$ cat config.mk
export PLATFORM = sky130hd
export DESIGN_NAME = display_mux
export DESIGN_NICKNAME = d
export VERILOG_FILES = /design/src/rtl/display_mux.sv
export SDC_FILE = /design/constraint.sdc
export NUM_CORES = 1
export LEC_CHECK = 0
export CORE_ASPECT_RATIO = 1.75
export CORE_MARGIN = 2
export CORE_UTILIZATION = 40
export CTS_CLUSTER_SIZE = 8
export DETAILED_ROUTE_END_ITERATION = 16
export SLEW_MARGIN = 25
export SYNTH_ARGS = -nofsm -noshare
export SYNTH_HDL_FRONTEND = slang
export SYNTH_SLANG_ARGS = --single-unit
$ cat constraint.sdc
create_clock -name clk -period 3.45 [get_ports clk]
set_input_delay 0.5175 -clock clk [delete_from_list [all_inputs] [get_ports clk]]
set_output_delay 0.5175 -clock clk [all_outputs]
set_load 0.005 [all_outputs]
$ cat src/rtl/display_mux.sv
// display_mux: registered multi-channel display selector with blanking on every channel switch.
// Ports:
//   clk       - rising-edge clock
//   rst       - asynchronous active-high reset
//   in_data   - packed channel data, channel i at [i*WIDTH +: WIDTH]
//   sel       - manual channel request (ignored when out of range)
//   auto_mode - 1 = scan channels every DWELL cycles, 0 = follow sel
//   out       - selected channel data, zero while blanked
//   out_ch    - channel shown or being switched to
//   valid     - out carries channel data
//   switched  - one-cycle pulse when valid rises
module display_mux #(
    parameter int WIDTH    = 3,
    parameter int CHANNELS = 2,
    parameter int DWELL    = 8,
    parameter int BLANK    = 2
) (
    input  logic                      clk,
    input  logic                      rst,
    input  logic [CHANNELS*WIDTH-1:0] in_data,
    input  logic [$clog2(CHANNELS)-1:0] sel,
    input  logic                      auto_mode,
    output logic [WIDTH-1:0]          out,
    output logic [$clog2(CHANNELS)-1:0] out_ch,
    output logic                      valid,
    output logic                      switched
);
    localparam int SELW = $clog2(CHANNELS);
    localparam logic [SELW:0]   CH_LIM     = (SELW+1)'(CHANNELS);
    localparam logic [SELW-1:0] CH_LAST    = SELW'(CHANNELS - 1);
    localparam logic [7:0]      BLANK_INIT = 8'(BLANK - 1);
    localparam logic [15:0]     DWELL_LAST = 16'(DWELL - 1);

    typedef enum logic {S_SHOW, S_BLANK} state_t;

    state_t          state, state_n;
    logic [SELW-1:0] cur_ch, cur_ch_n, auto_tgt;
    logic [7:0]      bcnt, bcnt_n;
    logic [15:0]     dcnt, dcnt_n;
    logic [WIDTH-1:0] out_n, ch_data;
    logic            valid_n, switched_n, man_req, auto_req;

    assign ch_data  = in_data[int'(cur_ch)*WIDTH +: WIDTH];
    assign man_req  = !auto_mode && ({1'b0, sel} < CH_LIM) && (sel != cur_ch);
    assign auto_req = auto_mode && (state == S_SHOW) && (dcnt == DWELL_LAST);
    assign auto_tgt = (cur_ch == CH_LAST) ? '0 : cur_ch + 1'b1;
    assign out_ch   = cur_ch;

    // A manual request also wins in BLANK, which restarts the blank interval.
    always_comb begin
        state_n    = state;
        cur_ch_n   = cur_ch;
        bcnt_n     = bcnt;
        dcnt_n     = '0;
        out_n      = '0;
        valid_n    = 1'b0;
        switched_n = 1'b0;
        if (man_req || auto_req) begin
            state_n  = S_BLANK;
            cur_ch_n = man_req ? sel : auto_tgt;
            bcnt_n   = BLANK_INIT;
        end else if (state == S_SHOW) begin
            out_n   = ch_data;
            valid_n = 1'b1;
            dcnt_n  = auto_mode ? dcnt + 16'd1 : '0;
        end else if (bcnt != 8'd0) begin
            bcnt_n = bcnt - 8'd1;
        end else begin
            state_n    = S_SHOW;
            out_n      = ch_data;
            valid_n    = 1'b1;
            switched_n = 1'b1;
        end
    end

    always_ff @(posedge clk or posedge rst) begin
        if (rst) begin
            state    <= S_BLANK;
            cur_ch   <= '0;
            bcnt     <= BLANK_INIT;
            dcnt     <= '0;
            out      <= '0;
            valid    <= 1'b0;
            switched <= 1'b0;
        end else begin
            state    <= state_n;
            cur_ch   <= cur_ch_n;
            bcnt     <= bcnt_n;
            dcnt     <= dcnt_n;
            out      <= out_n;
            valid    <= valid_n;
            switched <= switched_n;
        end
    end
endmodule

After elaboration in Yosys (flattened, before gate mapping)

Cells that the tools add are included.

Input bits: 10
Output and inout port bits: 6
RAM bits: 0
ROM bits: 0
Memories: 0
Bits in latches: 0
Register bits after elaboration: 31

Equal/unequal tests: 2
Reduce and logical (&&, ||, !) cells: 9
Add/sub/neg operators: 3
Bitwise gates (word level): 1
Multiply operators: 1
Divide/modulo/power cells: 0
Order comparisons: 0
Mux-type cells: 19
Shifts and indexed selects: 1

Operator list:

| cell                                              | count |
|---|---|
| two-way mux 16 bit                                | 3 |
| two-way mux 8 bit                                 | 3 |
| adder 16 x 1 -> 16 bit (second input constant)    | 1 |
| == test 16 x 3 -> 1 bit (second input constant)   | 1 |
| two-way mux 1 bit                                 | 10 |
| two-way mux 3 bit                                 | 3 |
| nonzero test 8 bit                                | 1 |
| subtractor 8 x 1 -> 8 bit (second input constant) | 1 |
| variable part select 6 x 4 -> 3 bit               | 1 |
| nonzero test 2 bit                                | 2 |
| logical AND 1 bit                                 | 3 |
| multiplier 1 x 2 -> 3 bit (second input constant) | 1 |
| AND reduction 2 bit                               | 1 |
| adder 1 bit (second input constant)               | 1 |
| logical NOT 1 bit                                 | 1 |
| logical OR 1 bit                                  | 1 |
| inequality test 1 bit                             | 1 |
| NOT 1 bit                                         | 1 |

Longest topological paths before layout

Depth after elaboration: 6
Depth in mapped cells: 7

Least setup slack after synthesis

OpenSTA, ideal clock, no wires.

Path kind: register -> register
Start: register dcnt[0]
End: register out[0]
Buffers on the path: 1
Path slack: 1.753 ns
Arrival: 1.572 ns
Stages on the path, launching flop included: 7
Data required time: 3.325 ns
Path through: dfrtp_1 -> ha_1 -> nor4bb_1 -> nand3_1 -> o22ai_1 -> buf_2 -> nor3_1

Cells in the longest elaborated chain, start to end: 4

Ends and longest elaborated chain:

| element                 | RTL line | source |
|---|---|---|
| from (decl)             | 39       | `logic [15:0] dcnt, dcnt_n;` |
| from (signal assigned)  | 89       | `dcnt <= dcnt_n;` |
| == test 16 x 3 -> 1 bit | 45       | `assign auto_req = auto_mode && (state == S_SHOW) && (dcnt == DWELL_LAST);` |
| logical AND 1 bit       | 45       |  |
| logical OR 1 bit        | 58       | `if (man_req \|\| auto_req) begin` |
| two-way mux 3 bit       | 58       |  |
| via out_n[0]            | 40       | `logic [WIDTH-1:0] out_n, ch_data;` |
| to (signal assigned)    | 90       | `out <= out_n;` |
| to (decl)               | 23       | `output logic [WIDTH-1:0] out,` |

The timed path passes the listed nets, and every way through them passes these cells.
A chain may end at the register's enable or synchronous reset.

Worst setup path after layout

Start: register dcnt[0]
End: register bcnt[7]

Cells in the longest elaborated chain, start to end: 5

Ends and longest elaborated chain:

| element                              | RTL line | source |
|---|---|---|
| == test 16 x 3 -> 1 bit *            | 45       |  |
| logical AND 1 bit *                  | 45       |  |
| logical OR 1 bit *                   | 58       |  |
| nonzero test 2 bit (no source line)  | -        |  |
| AND reduction 2 bit (no source line) | -        |  |
| to (signal assigned)                 | 88       | `bcnt <= bcnt_n;` |
| to (decl)                            | 38       | `logic [7:0] bcnt, bcnt_n;` |

Mark *: on every way between the ends. The rest lies on a longest branch, timed or not.

==> out/qor_table.md <==
| Group | Quantity | This run |
| --- | --- | --- |
| drt | Via/cell ratio | 5.30 |
| sta | Share of the cycle needed by the critical path after routing | 0.572 |
| sta | Sum of negative setup slack | 0 ns |
| layout | P&R area growth vs syn | 19.2% |
| clock network | # Post-CTS Setup Buffers | 0 |
| layout | Number of nets in the layout | 186 |
| setup path | Kind of start point of the critical path | flop |
| place | Detailed placer's ending HPWL | 2230 um |
| setup path | Worst-path maximum fanout | 8 |
| grt | Wire length of the first global-routing pass | 5640 um |
| layout | Final core utilization | 0.501 |
| clock network | Clock tree buffer depth | 2 |
| clock network | CTS tree | built |
| power and ir drop | Power density over the cells | 685 nW/um^2 |
| setup path | Start of the worst register-to-register path | dcnt[0]$_DFF_PP0_ |
| clock network | Number of clock sinks seen by CTS | 31 |
| clock network | Clock-pin slew reported for the worst setup and hold paths after clock tree synthesis | 0.07 ns |
| clock network | Hold_buf cts | 0 |
| grt | Antenna violations before repair | 0 |
| layout | Footprint of the multi-input gates | 698 um^2 |
| drt | Drt pass-1 iters | 4 |
| die | Overall die height | 85.7 um |
| sta | Top achievable clock speed | 0.507 GHz |
| setup path | Req. time, crit path | 3.62 ns |
| sta | Slew Viols, Final | 0 |
| clock network | Number of gates resized after CTS | 0 |
| logic synthesis | Post-synthesis register bit count | 31 |
| sta | Final hold viol count | 0 |
| grt | Number of global-route vias before repair | 1242 |
| sta | Transition time at the pin with the least slew margin | 0.629 ns |
| logic synthesis | Avg Synthesized Cell Area | 9.96 um^2 |
| sta | Number of failing setup endpoints in the final timing report | 0 |
| logic synthesis | Mapped Area | 1520 um^2 |
| drt | Antenna-violating nets left | 0 |
| logic synthesis | Count of synthesis-stage warnings from yosys | 0 |
| setup path | Kind of end point of the critical path | flop |
| sta | Unrepaired setup endpoints after global routing | false |
| setup path | Setup slack, reg-to-reg | 1.48 ns |
| die | Initial standard-cell utilization of the core | 0.420 |
| clock network | Clock insertion delay at the later pin of the skew report | 0.28 ns |
| setup path | Capture point of the worst reg-to-reg path | bcnt[7]$_DFFE_PP0P_ |
| drt | Number of DRC markers after the initial detailed-route iteration | 27 |
| job | Count of max-cap constraint violations | 0 |
| layout | Most common cell after layout, fill and taps aside | dfrtp_1 |
| die | # IOs | 16 |
| power and ir drop | Cell leakage power | 0.736 nW |
| die | Rows | 29 |
| grt | Global-route total usage across every layer | 0.173 |
| clock network | Number of buffers created by CTS | 5 |
| grt | Maximum number of pins on one net before global-route repair | 31 |
| layout | Sequential cell area | 778 um^2 |
| logic synthesis | Number of nets in the synthesized netlist | 166 |
| worst hold path | Type of the worst min-delay path | reg -> reg |
| setup path | Critical path class | reg -> reg |
| drt | DRC viols | 0 |
| logic synthesis | Distinct cell type count of the synthesized netlist | 36 |
| setup path | Data arrival at the endpoint of the critical path | 2.14 ns |
| layout | Filler instances | 341 |
| drt | Vias | 1167 |
| sta | Worst clock skew | 0.0119 ns |
| power and ir drop | Highest ir drop seen on vdd | 0.000355 V |
| drt | Final routed wirelength across all metal layers | 3120 um |
| setup path | Worst setup endpoint | bcnt[7]$_DFFE_PP0P_ |
| clock network | Number of levels the H-tree was split into | 2 |
| place | Quantity of I/O buffers inserted on ports | 15 |
| sta | Max_slew headroom | 0.580 |
| sta | Final min period | 1.97 ns |
| setup path | Beginning of the critical path | dcnt[0]$_DFF_PP0_ |
| layout | Top library cells by usage in the layout, fill and taps aside | dfrtp_1 (29), nor2_1 (25), clkdlybuf4s50_1 (15) |
| logic synthesis | Sequential-to-total area share from yosys stat | 0.511 |
| run status | Result of the run | finished, final reports clean |
| grt | Final global-route overflow total | 0 |
| logic synthesis | Cells after Synth | 153 |
| layout | Ratio of cells with drive above 1 in the final layout | 0.0977 |
| drt | Routed length per instance | 14.2 um |
| die | Core footprint | 3630 um^2 |
| die | Die footprint | 4340 um^2 |
| die | Die W | 50.7 um |
| layout | Number of diodes added for antenna fixing | 0 |
| clock network | Cell at the root of the clock tree | clkbuf_8 |
| setup path | Worst Reg-to-Reg Cells | 6 |
| place | Gpl congestion | 0.778 |
worst min path at each step:
stage,startpoint,endpoint,slack (ns),depth (start not counted)
floorplan,dcnt[0]$_DFF_PP0_,dcnt[0]$_DFF_PP0_,0.47,1
finish,dcnt[0]$_DFF_PP0_,dcnt[0]$_DFF_PP0_,0.51,1
global route,dcnt[0]$_DFF_PP0_,dcnt[0]$_DFF_PP0_,0.55,1
CTS,dcnt[0]$_DFF_PP0_,dcnt[0]$_DFF_PP0_,0.52,1
detailed placement,dcnt[0]$_DFF_PP0_,dcnt[0]$_DFF_PP0_,0.51,1
global placement,dcnt[0]$_DFF_PP0_,dcnt[0]$_DFF_PP0_,0.51,1
per-layer routing:
metal	part of all wire	global-route usage
met5	0	0
met4	0.029	0.0860
met3	0.031	0.0488
met2	0.55	0.311
met1	0.39	0.178
cells by family after synthesis:
| logic type | after synthesis | synth area share |
|---|---|---|
| flip-flops | 31 | 0.511 |
| multiplexers | 3 | 0.0197 |
| buffers and inverters | 10 | 0.0312 |
| AO/OA/AOI/OAI | 13 | 0.0566 |
| AND/OR/NAND/NOR | 75 | 0.254 |
| adder cells (fa/ha/maj) | 3 | 0.0246 |
| XOR/XNOR | 18 | 0.103 |
cells in the mapped netlist:
cell type / n / area share
or2_2: 1 / 0.0041
nor2b_1: 1 / 0.0041
a211oi_2: 1 / 0.0082
nand3b_1: 1 / 0.0049
buf_2: 2 / 0.0066
xor2_1: 7 / 0.040
nand4_1: 6 / 0.025
o22ai_1: 1 / 0.0041
dfrtp_1: 29 / 0.48
nor2_1: 25 / 0.062
ha_1: 3 / 0.025
or3b_2: 1 / 0.0057
nor4bb_1: 1 / 0.0066
nand2_1: 11 / 0.027
clkbuf_1: 2 / 0.0049
inv_1: 5 / 0.012
xnor2_1: 11 / 0.063
nor4_1: 5 / 0.021
or2_1: 1 / 0.0041
nand3_1: 5 / 0.016
o41a_1: 1 / 0.0074
or4_1: 2 / 0.0098
mux2i_1: 3 / 0.020
dfstp_2: 2 / 0.034
or3_4: 1 / 0.0074
o21ai_1: 1 / 0.0033
and4_1: 1 / 0.0057
nor4b_1: 2 / 0.011
a21oi_1: 5 / 0.016
nor3_1: 7 / 0.023
o31ai_1: 1 / 0.0049
o2111ai_1: 1 / 0.0057
buf_6: 1 / 0.0074
nand2b_1: 3 / 0.012
or3_1: 1 / 0.0041
o21ai_0: 2 / 0.0066
per-stage QoR:
stage / cells / power [mW] / hold WS (ns) / setup WS, ns / instance area, um^2
floorplan: 153 / 0.827 / 0.474 / 1.75 / 1520
global placement: 212 / 0.933 / 0.509 / 1.29 / 1730
detailed placement: 212 / 0.959 / 0.508 / 1.24 / 1730
CTS: 220 / 1.26 / 0.519 / 1.45 / 1820
global route: 220 / 1.33 / 0.553 / 1.20 / 1820
finish: 220 / 1.24 / 0.513 / 1.48 / 1820
sequential cells by signal, summed over array words and instances, names as in the netlist:
signal	cells
out_ch	1
dcnt	16
switched	1
bcnt	8
state	1
out	3
valid	1
final cells by class:
cell class                      instances  share of cell area
Sequential cell                        31               0.428
Multi-Input combinational cell        112               0.384
Timing Repair Buffer                   18              0.0950
Clock buffer                            7              0.0475
Tap cell                               46              0.0317
Inverter                                5              0.0103
Clock inverter                          1             0.00275
power breakdown:
group	total, mW	internal, mW	switching, mW
Clock	0.295	0.161	0.134
Sequential	0.524	0.450	0.0738
Combinational	0.426	0.203	0.223
Total	1.24	0.814	0.431
worst max-delay path, stage by stage (launching register included):
cell	delay, ns
dfrtp_1	0.41
ha_1	0.24
nor4bb_1	0.29
nand3_1	0.14
o22ai_1	0.46
buf_4	0.27
a21oi_1	0.06
(Power assumes the default switching activity.)
